[src/rtl/alu_resp_serializer.sv]
// Serializes one ALU result (4 DATA + 1 CTL packet) or error (1 CTL packet) descriptor onto sout.
// First start bit one cycle after accept; req_ready stays low for the whole frame, and requests made while busy are dropped.
module alu_resp_serializer #(
   parameter int BIT_CYCLES = 1
) (
   input  logic        clk,
   input  logic        rst_n,
   input  logic        req_valid,
   output logic        req_ready,
   input  logic        req_err,
   input  logic [31:0] req_c,
   input  logic [3:0]  req_flags,
   input  logic [2:0]  req_err_flags,
   output logic        sout,
   output logic        busy
);

   localparam int CW = (BIT_CYCLES > 1) ? $clog2(BIT_CYCLES) : 1;
   localparam logic [CW-1:0] CYC_LAST = CW'(BIT_CYCLES - 1);

   typedef enum logic [2:0] {IDLE, START, TYPE, DATA, STOP} state_t;

   state_t        state;
   logic [CW-1:0] cyc_cnt;
   logic [2:0]    bit_cnt;
   logic [2:0]    pkt_cnt;
   logic [2:0]    pkt_last;
   logic [31:0]   c_reg;
   logic [7:0]    ctl_reg;
   logic [7:0]    cur_byte;
   logic          cur_type;
   logic          adv;

   // CRC-3, x^3+x+1, init 0, MSB first
   function automatic logic [2:0] crc3(input logic [36:0] w);
      logic [2:0] crc;
      logic       fb;
      crc = 3'b000;
      for (int i = 36; i >= 0; i--) begin
         fb  = crc[2] ^ w[i];
         crc = {crc[1:0], 1'b0} ^ {1'b0, fb, fb};
      end
      return crc;
   endfunction

   // The final packet of every frame is the CTL packet
   always_comb begin
      cur_type = (pkt_cnt == pkt_last);
      cur_byte = ctl_reg;
      if (!cur_type) begin
         case (pkt_cnt)
            3'd0:    cur_byte = c_reg[31:24];
            3'd1:    cur_byte = c_reg[23:16];
            3'd2:    cur_byte = c_reg[15:8];
            3'd3:    cur_byte = c_reg[7:0];
            default: cur_byte = ctl_reg;
         endcase
      end
   end

   assign adv  = (cyc_cnt == CYC_LAST);
   assign busy = ~req_ready;

   always_ff @(posedge clk or negedge rst_n) begin
      if (!rst_n) begin
         state     <= IDLE;
         sout      <= 1'b1;
         req_ready <= 1'b1;
         cyc_cnt   <= '0;
         bit_cnt   <= '0;
         pkt_cnt   <= '0;
         pkt_last  <= '0;
         c_reg     <= '0;
         ctl_reg   <= '0;
      end else if (state == IDLE) begin
         if (req_valid && req_ready) begin
            state     <= START;
            sout      <= 1'b0;
            req_ready <= 1'b0;
            cyc_cnt   <= '0;
            bit_cnt   <= '0;
            pkt_cnt   <= '0;
            c_reg     <= req_c;
            if (req_err) begin
               pkt_last <= 3'd0;
               ctl_reg  <= {1'b1, req_err_flags, req_err_flags,
                            ^{1'b1, req_err_flags, req_err_flags}};
            end else begin
               pkt_last <= 3'd4;
               ctl_reg  <= {1'b0, req_flags, crc3({req_c, 1'b0, req_flags})};
            end
         end
      end else if (!adv) begin
         cyc_cnt <= cyc_cnt + 1'b1;
      end else begin
         cyc_cnt <= '0;
         case (state)
            START: begin
               state <= TYPE;
               sout  <= cur_type;
            end
            TYPE: begin
               state   <= DATA;
               bit_cnt <= 3'd7;
               sout    <= cur_byte[7];
            end
            DATA: begin
               if (bit_cnt == 3'd0) begin
                  state <= STOP;
                  sout  <= 1'b1;
               end else begin
                  bit_cnt <= bit_cnt - 3'd1;
                  sout    <= cur_byte[bit_cnt - 3'd1];
               end
            end
            STOP: begin
               if (cur_type) begin
                  state     <= IDLE;
                  req_ready <= 1'b1;
                  pkt_cnt   <= '0;
               end else begin
                  state   <= START;
                  pkt_cnt <= pkt_cnt + 3'd1;
                  sout    <= 1'b0;
               end
            end
            default: begin
               state     <= IDLE;
               sout      <= 1'b1;
               req_ready <= 1'b1;
            end
         endcase
      end
   end

endmodule
[config.mk]
export PLATFORM = sky130hd
export DESIGN_NAME = alu_resp_serializer
export DESIGN_NICKNAME = d
export VERILOG_FILES = /design/src/rtl/alu_resp_serializer.sv
export SDC_FILE = /design/constraint.sdc
export NUM_CORES = 1
export LEC_CHECK = 0
export ABC_AREA = 0
export BUFFER_PORTS_ARGS = -buffer_cell sky130_fd_sc_hd__buf_4
export CAP_MARGIN = 10
export CORE_ASPECT_RATIO = 2
export CORE_MARGIN = 5
export CORE_UTILIZATION = 45
export CTS_CLUSTER_DIAMETER = 60
export DETAILED_ROUTE_END_ITERATION = 6
export PLACE_DENSITY = 0.75
export SYNTH_ARGS = -nofsm -noshare
export SYNTH_HDL_FRONTEND = slang
export SYNTH_SLANG_ARGS = --single-unit
[constraint.sdc]
create_clock -name clk -period 2.9 [get_ports clk]
set_input_delay 0.145 -clock clk [delete_from_list [all_inputs] [get_ports clk]]
set_output_delay 0.145 -clock clk [all_outputs]
set_load 0.01 [all_outputs]
==> flow_metrics.py, run 1 <==
metrics = {
    "run_status": {
        "status": "complete, no violations",
    },
    "setup_path": {
        "reg2reg_depth": 9,
        "cp-endpoint": "sout",
        "r2r-end": "sout",
        "criticalPathCategory": "flip-flop to flip-flop",
        "cp.arrival_ns": 2.91,
        "startpoint_type": "flip-flop",
        "r2r_slack_ns": 0.22,
        "required_ns": 3.13,
        "startpoint": "pkt_cnt[0]",
        "cp-end-kind": "flip-flop",
        "path_max_fanout": 11,
        "r2r-start": "pkt_cnt[0]",
    },
    "run": {
        "cap_violations": 0,
    },
    "global_route": {
        "grt_max_degree": 53,
        "grt_usage": 0.181,
        "grt_pass1_wl_mm": 13.2,
        "grt_pass1_vias": 2743,
        "grt-ovfl-total": 0,
        "antenna_found_initial": 0,
    },
    "routing": {
        "remaining_drc_errors": 0,
        "drt-vias-per-instance": 5.50,
        "antenna_left": 0,
        "wl_mm": 8.17,
        "vias": 2748,
        "drtIter0Drc": 139,
        "routedWlPerCell_um": 16.3,
        "dr.pass1.iters": 5,
    },
    "placement": {
        "place_ws_ns": 0.241,
        "placed_cell_area_sq_um": 3730,
        "place_hpwl_mm": 6.39,
        "portBuffers": 45,
        "gp_congestion": 0.849,
    },
    "synth": {
        "synth.most_common_cell": "nand2_1",
        "ys_ff_latch": 52,
        "synthTopCellsByArea": "dfrtp_1 38%, nand2_1 13%, xnor2_1 6.9%",
        "yosysUniqueCellTypes": 52,
        "synth_cells": 369,
        "synth_edf_count": 0,
        "syn-mean-instance-area_sq_um": 8.99,
        "yosysSeqAreaShare": 0.393,
        "netlist.area_leader.share": 0.377,
        "yosys_warnings": 0,
        "synth_area_sq_um": 3320,
        "syn_nets": 419,
        "synthFlopType": "dfrtp_1",
        "yosys.area.top_type": "dfrtp_1",
        "ys_top_cells_by_count": "117 x nand2_1, 50 x dfrtp_1, 26 x xnor2_1",
        "ys_async_sr_fraction": 1.00,
    },
    "sta": {
        "setup_viol": 0,
        "post-route-period-util": 0.925,
        "rsz0062_at_grt": "no",
        "hold_violations": 0,
        "relSlewSlack": 0.558,
        "final.min_clock_period_ns": 2.68,
        "drv_slew": 0,
        "max_clock_freq_ghz": 0.373,
        "timing.final.ws_setup_ns": 0.217,
        "skew_ns": 0.00563,
        "worst_slew_pin_slew_ns": 0.663,
        "tns_ns": 0,
    },
    "power": {
        "peakVddDrop_uv": 375,
        "p_sw_frac": 0.383,
        "leakage_nw": 1.89,
        "seqPwrFrac": 0.387,
        "clkPwrFrac": 0.178,
        "p_switching_mw": 1.35,
        "p_int_mw": 2.16,
        "powerDensity_nw_per_um2": 901,
        "comb_power_share": 0.435,
    },
    "cts": {
        "cts_buffers": 5,
        "clock_latency_ns": 0.30,
        "root_buffer": "clkbuf_16",
        "clk_path_buf_depth": 2,
        "htreeDepth": 2,
        "clkSlewWorstSetupHoldPaths_ns": 0.07,
        "clock-sinks": 52,
        "cts_tree": "built",
        "cts_resized": 0,
    },
    "layout": {
        "drive_gt1_frac": 0.169,
        "largest_register_ffs": 32,
        "finalInstanceArea_sq_um": 3900,
        "diodes": 0,
        "area_growth_pct": 17.4,
        "fin_util": 0.540,
        "fin_nets": 457,
    },
    "die": {
        "ios": 46,
        "dieArea_sq_um": 9300,
        "die_w_um": 70.7,
        "core_area_sq_um": 7210,
        "initial_core_util": 0.460,
        "die_height_um": 131,
        "std_cell_rows": 44,
    },
    "worst_hold_path": {
        "hold_class": "primary input to flip-flop",
    },
}
## layout by cell type, fill, tap and decap left out, types with 2 or more instances in the layout
cell type  count
xnor2_1       26
o21a_1         2
inv_6          2
ha_1           7
nand3_1       10
nand4b_1       3
and2_1         4
clkbuf_16      5
xnor2_4        2
dfstp_2        2
xnor3_2        2
mux2i_1        6
xnor3_1        6
a41o_1         2
inv_1          8
dfrtp_1       50
a31oi_1        4
nand2_1      117
a222oi_1       8
o2111ai_1      3
xor2_1         7
nor2b_1        2
nor2_1        14
buf_4         49
o31ai_1        3
a21oi_1        9
o21ai_0       15
nor3_1         4
a2bb2oi_1      2
mux2_2         2
and3_1         2
nand4_1        2
a22o_1         2
nand2b_1       4
## how the worst min path moves through the flow
stage / slack (ns) / endpoint / startpoint / cells past startpoint
2_1_floorplan: -0.15 / bit_cnt[0] / rst_n / 0
3_3_place_gp: 0.21 / c_reg[31] / rst_n / 1
3_5_place_dp: 0.22 / c_reg[31] / rst_n / 1
4_1_cts: 0.04 / c_reg[13] / req_c[13] / 3
5_1_grt: 0.05 / c_reg[13] / req_c[13] / 3
6_report: 0.04 / c_reg[13] / req_c[13] / 3
## power groups by stage
stage | registers, mW | clock network, mW | logic, mW
after CTS | 1.35 | 0.634 | 1.53
after global routing | 1.39 | 0.664 | 1.70
after global placement | 1.35 | 0 | 1.49
after floorplan | 1.19 | 0 | 1.17
final | 1.36 | 0.623 | 1.53
after detailed placement | 1.37 | 0 | 1.52
## through the flow
stage | cells | total power, mW | hold slack (ns)
CTS | 500 | 3.52 | 0.0381
global placement | 491 | 2.85 | 0.212
detailed placement | 491 | 2.89 | 0.219
finish | 500 | 3.51 | 0.0423
global route | 500 | 3.76 | 0.0469
floorplan | 369 | 2.36 | -0.151
## final cells by class
type / count / area, sq um
fillers: 670 / 3320
multi-input cells: 290 / 1920
flip-flops and latches: 52 / 1300
repair buffers: 50 / 378
clock buffers: 5 / 125
well taps: 92 / 115
inverters: 8 / 30.0
clock inverters: 3 / 28.8
## repair_timing
item / 4_1_cts / 5_1_grt
buffers inserted: 0 / 0
hold buffers: 1 / 0
endpoints found under the hold margin: 50 / 0
## worst max-delay path, stage by stage, from the launching register on
cell,delay [ns]
dfrtp_1,0.43
inv_1,0.10
ha_1,0.37
nor3_1,0.10
o21bai_1,0.33
and2_1,0.33
mux4_2,0.34
a211oi_1,0.25
a311oi_1,0.07
o32a_1,0.29
## routing by layer
metal | part of all wire | global-route usage | wire length (um) | up-vias
met5 | 0 | 0 | 0 | -
met4 | 0.043 | 0.0973 | 355 | 0
met3 | 0.037 | 0.0329 | 305 | 24
met2 | 0.56 | 0.339 | 4560 | 68
met1 | 0.36 | 0.183 | 2940 | 1313
li1 | - | - | - | 1343
## cells by family after synthesis
logic type,after synthesis,synth area share
AND/OR/NAND/NOR,169,0.218
AO/OA/AOI/OAI,60,0.129
flip-flops,52,0.393
XOR/XNOR,45,0.171
buffers and inverters,27,0.0305
multiplexers,9,0.0317
adder cells (fa/ha/maj),7,0.0264
No activity file was read; power rests on OpenSTA's default activity.
==> run 2, diff against run 1 <==
SKIP_LAST_GASP = 1   (was default)
clock period = 3.1 ns   (was 2.9 ns; I/O delays follow)
==> flow_metrics.py, run 2 (synthesized netlist as in run 1, its figures left out) <==
metrics = {
    "sta": {
        "tns_ns": 0,
        "post-route-period-util": 0.849,
        "max_clock_freq_ghz": 0.380,
        "setup_viol": 0,
        "relSlewSlack": 0.557,
        "final.min_clock_period_ns": 2.63,
        "rsz0062_at_grt": "no",
        "skew_ns": 0.00734,
        "hold_violations": 0,
        "drv_slew": 0,
        "hold_ws_ns": 0.0547,
        "worst_slew_pin_slew_ns": 0.665,
    },
    "setup_path": {
        "path_max_fanout": 11,
        "cp-end-kind": "flip-flop",
        "startpoint_type": "flip-flop",
        "required_ns": 3.33,
        "criticalPathCategory": "flip-flop to flip-flop",
        "cp.arrival_ns": 2.86,
    },
    "layout": {
        "finalInstanceArea_sq_um": 3880,
        "n_fill_cell": 687,
        "layout_commonest_cell": "nand2_1",
        "diodes": 0,
        "area_growth_pct": 17.1,
        "drive_gt1_frac": 0.167,
        "largest_register_ffs": 32,
        "final_cell_mix": "117 x nand2_1, 50 x dfrtp_1, 48 x buf_4",
        "fin_nets": 456,
    },
    "die": {
        "ios": 46,
        "die_w_um": 70.7,
        "core_area_sq_um": 7210,
        "die_height_um": 131,
        "initial_core_util": 0.460,
        "std_cell_rows": 44,
        "dieArea_sq_um": 9300,
    },
    "cts": {
        "clk_path_buf_depth": 2,
        "cts_resized": 0,
        "clkSlewWorstSetupHoldPaths_ns": 0.07,
        "clock-sinks": 52,
        "ctsHoldBuffers": 1,
        "htreeDepth": 2,
        "cts_setup_buffers": 0,
        "root_buffer": "clkbuf_16",
        "cts_buffers": 5,
        "cts_tree": "built",
        "clock_latency_ns": 0.30,
    },
    "global_route": {
        "grt_pass1_wl_mm": 13.7,
        "use_met3": 0.0245,
        "met1_usage": 0.191,
        "antenna_found_initial": 0,
        "grt_usage": 0.186,
        "grt_max_degree": 53,
        "grt.busiest_layer": "met2",
        "gr-usage-met2": 0.353,
        "grt_pass1_vias": 2890,
        "grt-ovfl-total": 0,
    },
    "routing": {
        "routedWlPerCell_um": 16.6,
        "dr.pass1.iters": 6,
        "drt-vias-per-instance": 5.52,
        "remaining_drc_errors": 0,
        "drtIter0Drc": 161,
        "antenna_left": 0,
        "wl_mm": 8.29,
        "vias": 2754,
    },
    "placement": {
        "place_hpwl_mm": 6.42,
        "portBuffers": 45,
        "placed_cell_area_sq_um": 3720,
        "gp_congestion": 0.872,
    },
    "power": {
        "leakage_nw": 1.88,
        "peakVddDrop_uv": 418,
        "powerDensity_nw_per_um2": 840,
    },
    "worst_hold_path": {
        "hold_class": "primary input to flip-flop",
    },
    "run": {
        "cap_violations": 0,
    },
    "run_status": {
        "status": "complete, no violations",
    },
}
-- run 2: cell types whose count changed in the layout (fill, tap and decap cells not counted) --
cell / change
inv_8: -1
buf_4: -1
clkinvlp_4: +1
-- run 2: worst max-delay path: stages, from the launching register on --
cell,delay [ns]
dfrtp_1,0.43
inv_1,0.10
ha_1,0.36
nor3_1,0.09
o21bai_1,0.32
and2_1,0.33
mux4_2,0.33
a211oi_1,0.24
a311oi_1,0.07
o32a_1,0.29
-- run 2: layout make-up --
cell class | instances | area (sq um) | share of cell area
Sequential cell | 52 | 1300 | 0.336
Tap cell | 92 | 115 | 0.0296
Inverter | 8 | 30.0 | 0.00773
Multi-Input combinational cell | 290 | 1920 | 0.493
Clock buffer | 5 | 125 | 0.0322
Clock inverter | 3 | 25.0 | 0.00644
Timing Repair Buffer | 49 | 370 | 0.0953
-- run 2: stage by stage --
step	setup slack (ns)	power, mW	std cells	util
after floorplan	0.534	2.20	369	-
after global placement	0.553	2.65	490	0.516
after detailed placement	0.488	2.70	490	0.516
after CTS	0.475	3.28	499	0.539
after global routing	0.227	3.51	499	0.539
final	0.469	3.27	499	0.539
-- run 2: path summary, 6_finish.rpt --
check,start,to,slack [ns],depth (start not counted)
worst max-delay path,pkt_cnt[0],sout,0.47,9
worst min-delay path,req_c[13],c_reg[13],0.05,3
worst max register to register,pkt_cnt[0],sout,0.47,9
worst min register to register,ctl_reg[7],ctl_reg[7],0.48,2
max in group asynchronous,rst_n,ctl_reg[2],2.22,2
min in group asynchronous,rst_n,c_reg[24],0.42,2
-- run 2: power by group --
part	total, mW	internal (mW)	switching (mW)
clock network	0.574	0.305	0.269
registers	1.27	1.00	0.266
logic	1.42	0.701	0.721
-- run 2: layer usage --
metal	share of wire	wire length, um
met4	0.038	312
met5	0	0
met1	0.35	2940
met2	0.57	4730
met3	0.037	305
